**config.mk**
```make
export PLATFORM = sky130hd
export DESIGN_NAME = long_inst_scoreboard
export DESIGN_NICKNAME = d
export VERILOG_FILES = /design/src/rtl/long_inst_scoreboard_pkg.sv /design/src/rtl/long_inst_scoreboard_sb_alloc_pe.sv /design/src/rtl/long_inst_scoreboard.sv
export SDC_FILE = /design/constraint.sdc
export NUM_CORES = 1
export LEC_CHECK = 0
export BUFFER_PORTS_ARGS = -buffer_cell sky130_fd_sc_hd__buf_2
export CORE_ASPECT_RATIO = 0.9
export CORE_MARGIN = 2
export CORE_UTILIZATION = 50
export DETAILED_ROUTE_END_ITERATION = 10
export GPL_TIMING_DRIVEN = 0
export PLACE_DENSITY = 0.75
export SETUP_SLACK_MARGIN = 0.2
export SLEW_MARGIN = 25
export SYNTH_ARGS = -nofsm -noshare
export SYNTH_HDL_FRONTEND = slang
export SYNTH_SLANG_ARGS = --single-unit
```
**constraint.sdc**
```tcl
create_clock -name clk -period 2 [get_ports clk]
set_input_delay 0.3 -clock clk [delete_from_list [all_inputs] [get_ports clk]]
set_output_delay 0.3 -clock clk [all_outputs]
set_load 0.02 [all_outputs]
```
**src/rtl/long_inst_scoreboard_pkg.sv**
```systemverilog
// Shared types and sizing for the long-instruction scoreboard.
// The commit-ID and register-address widths follow the core-wide macros.
`ifndef COMMIT_ID_WIDTH
`define COMMIT_ID_WIDTH 2
`endif
`ifndef REG_ADDR_WIDTH
`define REG_ADDR_WIDTH 5
`endif

package long_inst_scoreboard_pkg;

  localparam int SB_ID_W    = `COMMIT_ID_WIDTH;
  localparam int SB_RA_W    = `REG_ADDR_WIDTH;
  localparam int SB_ENTRIES = 1 << SB_ID_W;

  typedef struct packed {
    logic               valid;
    logic               we;
    logic [SB_RA_W-1:0] waddr;
  } sb_entry_t;

endpackage

```
**src/rtl/long_inst_scoreboard_sb_alloc_pe.sv**
```systemverilog
// Lowest-index free-entry priority encoder for scoreboard allocation.
// When every entry is valid the index defaults to zero.
module sb_alloc_pe #(
  parameter int N     = 4,
  parameter int IDX_W = 2
) (
  input  logic [N-1:0]     valid_i,
  output logic             free_any_o,
  output logic [IDX_W-1:0] free_idx_o
);

  // Walk from the top down so the lowest free index is the last one written.
  always_comb begin
    free_any_o = ~(&valid_i);
    free_idx_o = '0;
    for (int i = N - 1; i >= 0; i--) begin
      if (!valid_i[i]) begin
        free_idx_o = IDX_W'(i);
      end else begin
        free_idx_o = free_idx_o;
      end
    end
  end

endmodule

```
**src/rtl/long_inst_scoreboard.sv**
```systemverilog
// Tracks in-flight long (MULDIV/LSU) instructions by commit ID and flags
// RAW/WAW hazards for the instruction currently in decode.
module long_inst_scoreboard
  import long_inst_scoreboard_pkg::*;
#(
  parameter int ID_W = SB_ID_W,
  parameter int RA_W = SB_RA_W
) (
  input  logic            clk,
  input  logic            rst,
  input  logic            issue_valid_i,
  input  logic            issue_we_i,
  input  logic [RA_W-1:0] issue_waddr_i,
  output logic            issue_ready_o,
  output logic [ID_W-1:0] issue_id_o,
  input  logic            commit_valid_i,
  input  logic [ID_W-1:0] commit_id_i,
  input  logic            flush_i,
  input  logic [RA_W-1:0] rs1_raddr_i,
  input  logic [RA_W-1:0] rs2_raddr_i,
  input  logic [RA_W-1:0] rd_raddr_i,
  output logic            rs1_hazard_o,
  output logic            rs2_hazard_o,
  output logic            rd_hazard_o,
  output logic            busy_o,
  output logic [ID_W:0]   outstanding_o,
  output logic            commit_err_o
);

  localparam int N = 1 << ID_W;

  sb_entry_t       tab_q [N];
  sb_entry_t       tab_d [N];
  logic            err_q;
  logic            err_d;
  logic [N-1:0]    valid_vec;
  logic            free_any;
  logic [ID_W-1:0] free_idx;
  logic            issue_fire;
  logic            commit_fire;

  always_comb begin
    for (int i = 0; i < N; i++) begin
      valid_vec[i] = tab_q[i].valid;
    end
  end

  sb_alloc_pe #(
    .N     (N),
    .IDX_W (ID_W)
  ) u_alloc_pe (
    .valid_i    (valid_vec),
    .free_any_o (free_any),
    .free_idx_o (free_idx)
  );

  assign issue_ready_o = free_any;
  assign issue_id_o    = free_idx;
  assign issue_fire    = issue_valid_i && free_any && !flush_i;
  assign commit_fire   = commit_valid_i && !flush_i;

  // The allocated index comes from registered state, so a slot freed by this
  // cycle's commit is never handed out until the next cycle.
  always_comb begin
    tab_d = tab_q;
    err_d = err_q;
    if (flush_i) begin
      for (int i = 0; i < N; i++) begin
        tab_d[i].valid = 1'b0;
      end
    end else begin
      if (commit_fire) begin
        if (tab_q[commit_id_i].valid) begin
          tab_d[commit_id_i].valid = 1'b0;
        end else begin
          err_d = 1'b1;
        end
      end else begin
        err_d = err_q;
      end
      if (issue_fire) begin
        tab_d[free_idx].valid = 1'b1;
        tab_d[free_idx].we    = issue_we_i;
        tab_d[free_idx].waddr = issue_waddr_i;
      end else begin
        tab_d[free_idx] = tab_d[free_idx];
      end
    end
  end

  // Only valid bits and the error flag are reset; we/waddr are don't-care while invalid.
  always_ff @(posedge clk) begin
    if (rst) begin
      for (int i = 0; i < N; i++) begin
        tab_q[i].valid <= 1'b0;
      end
      err_q <= 1'b0;
    end else begin
      tab_q <= tab_d;
      err_q <= err_d;
    end
  end

  // The completing entry is excluded: the register file bypasses its write.
  always_comb begin
    rs1_hazard_o = 1'b0;
    rs2_hazard_o = 1'b0;
    rd_hazard_o  = 1'b0;
    for (int i = 0; i < N; i++) begin
      if (tab_q[i].valid && tab_q[i].we &&
          !(commit_valid_i && (commit_id_i == ID_W'(i)))) begin
        if ((rs1_raddr_i != '0) && (tab_q[i].waddr == rs1_raddr_i)) rs1_hazard_o = 1'b1;
        else rs1_hazard_o = rs1_hazard_o;
        if ((rs2_raddr_i != '0) && (tab_q[i].waddr == rs2_raddr_i)) rs2_hazard_o = 1'b1;
        else rs2_hazard_o = rs2_hazard_o;
        if ((rd_raddr_i != '0) && (tab_q[i].waddr == rd_raddr_i)) rd_hazard_o = 1'b1;
        else rd_hazard_o = rd_hazard_o;
      end else begin
        rs1_hazard_o = rs1_hazard_o;
      end
    end
  end

  always_comb begin
    outstanding_o = '0;
    for (int i = 0; i < N; i++) begin
      outstanding_o = outstanding_o + (ID_W + 1)'(valid_vec[i]);
    end
  end

  assign busy_o       = (outstanding_o != '0);
  assign commit_err_o = err_q;

endmodule

```
# Word level (Yosys, flattened, before mapping)
# Cells that the tools add are included.
# totals
ff_bits	29
latch_bits	0
mem_bits_rw	0
mem_bits_ro	0
inputBits	28
out_inout_bits	11
word_cells	137
n_memories	0
# classes
add_sub_neg	3
multipliers	0
div	0
n_lt_le_gt_ge	4
n_eq_ne	15
shift	0
mux	53
n_bitwise	6
reduce_logical	43
# op_table
cell	n
$bwmux 28	5
$mux 28	4
$demux 7 s2	5
$eq 5x5->1	12
$mux 7	7
$logic_and 1x1->1	29
$bmux 7 s2	2
$mux 1	24
$reduce_bool 5->1	3
$mux 2	4
$ge 3x3->1 const B	2
$lt 3x1->1 const B	2
$mux 6	1
$not 2->3	2
$logic_not 1->1	5
$mux 5	1
$eq 2x2->1 const B	2
$not 1->1	4
$reduce_and 4->1	1
$add 2x1->3	1
$add 3x1->3	1
$reduce_and 3->1	1
$reduce_bool 3->1	1
$add 1x1->2	1
other kinds (4)	4

# Depth between registers and ports, before layout
# logic_depth
word_depth	14
mapped_depth	8
ltp_nobuf	7

# Modules after synthesis
# A second synthesis with hierarchy kept.
# unflattened
hier_cells	244
hier_area_um2	2364.8
# by_module_without_submodules
module	instances	cells_each	area_per_inst_um2	seq_area_each_um2
long_inst_scoreboard	1	239	2336.0	820.8
sb_alloc_pe	1	5	28.8	0.0

# Least setup slack after synthesis
# No wires, ideal clock.
# synth_path
path_kind	register -> output
startpoint	register tab_q[27] in the netlist's numbering
endpoint	output busy_o
arrival_ns	2.103
required_time_ns	1.700
slack_ns	-0.403
path_stages_with_launch	8
n_path_buf	1
cell_sequence	dfxtp_1 buf_2 inv_1 fa_1 inv_1 ha_1 ha_1 or3_1
# synth_between
elab_chain_len	4
# synth_lines
element	line	text
start: declaration	long_inst_scoreboard.sv:32	sb_entry_t tab_q [N];
start signal: assignment	long_inst_scoreboard.sv:99	tab_q <= tab_d;
$add 1x1->2	long_inst_scoreboard.sv:127	outstanding_o = outstanding_o + (ID_W + 1)'(valid_vec[i]);
$add 2x1->3	long_inst_scoreboard.sv:127	
$add 3x1->3	long_inst_scoreboard.sv:127	
named net outstanding_o[1]	long_inst_scoreboard.sv:26	output logic [ID_W:0] outstanding_o,
$reduce_bool 3->1	long_inst_scoreboard.sv:131	assign busy_o = (outstanding_o != '0);
end: declaration	long_inst_scoreboard.sv:25	output logic busy_o,
# The timed path passes the listed nets, and every way through them passes these cells.

# Worst setup path after layout
# layout_path
startpoint	register tab_q[27] in the netlist's numbering
endpoint	output busy_o
# layout_between
elab_chain_len	4
# layout_lines
element	line
$add 1x1->2	long_inst_scoreboard.sv:127
$add 2x1->3	long_inst_scoreboard.sv:127
$add 3x1->3	long_inst_scoreboard.sv:127
$reduce_bool 3->1	long_inst_scoreboard.sv:131
# Every way passes these cells.

==> results.md <==
- Status: finished with violations
- Failing checks: setup timing
- TNS Setup: -2.59 ns
- Wirelength per Cell: 22.2 µm
- Fmax: 399 MHz
- Pwr Density: 430 mW/mm²
- Critical Path RT: 1.70 ns
- Die Ht: 71.0 µm
- EDFF count, synth: 24
- Syn nets: 314
- Clk slew on worst S/H paths: 0.06 ns
- Synth-to-layout area growth: 49.6%
- Crit-path leading delay family: adder cells
- R2r worst-path depth: 10
- Mapped Cells: 281
- Total Power: 0.00160 W
- Synth Cell Area: 0.00249 mm²
- Via count: 2,751
- RSZ-0062 raised after global routing: true
- Flops & latches, synth: 29
- Final setup viols: 32
- Total I/O pin count: 39
- Largest net degree at the start of global routing: 11
- CTS tree: yes
- Crit path max fanout: 2
- Setup WS post-layout: -0.505 ns
- Hold Vio Cnt, Final: 0
- Clk network pwr share: 37.7%
- Seq/Total Area, Yosys: 32.9%
- Combinational Power Share: 20.6%
- Core area: 0.00483 mm²
- Vias in the first global route: 2,477
- Final nets: 404
- Flop pwr share: 41.7%
- Sw Share: 26.9%
- Largest stage delay, worst path: 0.51 ns
- Min Tclk post-route: 2.51 ns
- Period utilization: 125%
- Clock Skew: 0.00684 ns
- Setup Crit Path Kind: reg2out
- Antenna violations before repair: 0
- Rows: 24
- Die width: 78.4 µm
- Buf+Inv Stages, Crit Path: 4
- Slew HR: 57.9%
- VDD IR max: 0.000421 V
- Most area-hungry cell type in the Yosys netlist: edfxtp_1
- Maxcap violations: 0
- Vias per cell: 6.30
- Post-synth top area share: 28.9%
- Synth unique cells: 53
- CP Capture Type: primary output
- Min-delay src: rst
- Internal power: 0.00117 W
- R2R Path Start: tab_q[6]
- Asr flop ratio synth: 0%
- Post-route ant nets: 0
- Crit Reg-Reg Endpoint: tab_q[8]
- Avg Inst Size Synth: 8.87 µm²
- Yosys warns: 0
- CTS Buffer Depth: 2
- Residual DRC count: 0
- Footprint of the multi-input gates: 0.00180 mm²
- First-pass DRT Iterations: 5
- CP max-delay cell: fa_1
- Most frequent cells in the layout: buf_4 (50), xor2_1 (36), buf_6 (25), nor2_1 (25)
- FF+latch area: 833 µm²
- Commonest non-fill, non-tap cell in the layout: buf_4
- Setup WS pre-CTS: -0.253 ns
- Global Route Usage Sum: 31.4%
- Clk sinks: 29
- Hold path depth: 2
- Cell chain of the critical path: buf_6 > inv_2 > fa_1 > inv_2 > ha_4 > ha_4 > or3_4 > buf_6
- Hold Crit Class: in2reg
- Initial DRC Count: 232
- PortBufs: 22
- Layout fillers: 292
- Final GP Congestion: 0.858
- Hold path endpoint: commit_err_o
- Worst-Margin Slew: 0.632 ns
- Crit path DAT: 2.21 ns
- Clock Latency Late Sink: 0.29 ns
- Final Util: 77.1%
- Share of cells above drive strength 1: 41.4%
- CP startpoint kind: register
- Final hold slack: 0.200 ns
- CTS Root Cell: clkbuf_8
- TritonCTS Buffers: 5
- Antenna diodes: 0
- DIE AREA: 0.00556 mm²
- HPWL after detailed placement: 4.96 mm
- First-pass GRT wire length: 13.2 mm
- Sw power: 0.000432 W
- Routed WL: 9.69 mm
- Lkg Pwr: 1.44 nW
- Starting Density: 51.5%
- Setup slack, reg-to-reg: -0.16 ns
- H-Tree Depth: 2
- Top cells by area, synth: edfxtp_1 (29%), xor2_1 (13%), xnor2_1 (8.8%)
- Primary FF master, synth: edfxtp_1
- Final Max Tran Viols: 0
- GRT overflow: 0
## synth_stat cells (all sizes together), types with 2 or more instances
library cell,instances
xor2,36
nor2,33
xnor2,25
edfxtp,24
clkbuf,18
nand4,15
nand2,13
nor3,12
buf,10
inv,10
a21oi,8
o21ai,6
dfxtp,5
nand3,5
o21a,5
a221oi,4
and2,4
ha,4
o211ai,4
o22ai,4
and3,3
mux2,3
or4,3
a22o,2
nand2b,2
nand3b,2
nor3b,2
or3,2
## cell type report
type                       instances  share of cell area (%)
timing repair buffer              83                    18.2
buffer                            28                    4.97
clock inverter                     2                   0.907
sequential                        29                    22.4
inverter                          10                    1.14
multi-input combinational        214                    48.3
clock buffer                       6                    1.95
tap                               65                    2.18
## state kept, by name, summed over array words and instances, names as in the netlist
name,flops
tab_q,28
commit_err_o,1
## stage by stage
| stage | instance area (µm²) | cells |
|---|---|---|
| floorplan | 2540 | 281 |
| global placement | 2730 | 368 |
| detailed placement | 2730 | 368 |
| CTS | 3390 | 406 |
| global route | 3730 | 437 |
| finish | 3730 | 437 |
## kinds of logic (layout without fill, tap and decap cells)
family | count (synthesis) | after routing | share of synthesized area (%)
AO/OA/AOI/OAI | 43 | 43 | 13.1
XOR/XNOR | 61 | 61 | 21.4
adder cells (fa/ha/maj) | 5 | 5 | 2.81
buffers and inverters | 38 | 129 | 6.38
flip-flops | 29 | 29 | 32.9
multiplexers | 4 | 4 | 2.26
AND/OR/NAND/NOR | 101 | 101 | 21.1
## power groups by stage
stage                     Combinational (W)  Sequential, W  Clock, W
after floorplan                    0.000179       0.000684         0
after global placement             0.000229       0.000684         0
after detailed placement           0.000235       0.000685         0
after CTS                          0.000278       0.000670  0.000590
after global routing               0.000349       0.000670  0.000625
final                              0.000330       0.000669  0.000605
## worst max-delay path by stage
stage               cells past startpoint       from  endpoint  slack (ns)
floorplan                               7  tab_q[27]    busy_o       -0.07
global placement                        7   tab_q[6]    busy_o       -0.23
detailed placement                      7   tab_q[6]    busy_o       -0.25
CTS                                     7   tab_q[6]    busy_o       -0.40
global route                            7  tab_q[13]    busy_o       -0.54
finish                                  8  tab_q[27]    busy_o       -0.51
## what timing repair did
item                                    in CTS  in global routing
resized for setup                           82                 32
pin swaps                                   35                 36
cloned                                       1                  0
hold endpoints to repair                     0                  0
setup buffers                               29                 31
endpoints found under the setup margin      59                 61
hold buffers                                 0                  0
## routing by layer
| metal | routed length, µm | share of wire [%] | global-route usage, % |
|---|---|---|---|
| met1 | 3590 | 37 | 38.7 |
| met5 | 0 | 0 | 0 |
| met2 | 4530 | 47 | 51.6 |
| met3 | 784 | 8.1 | 6.25 |
| met4 | 776 | 8.0 | 18.1 |
No activity file was read; power rests on OpenSTA's default activity.
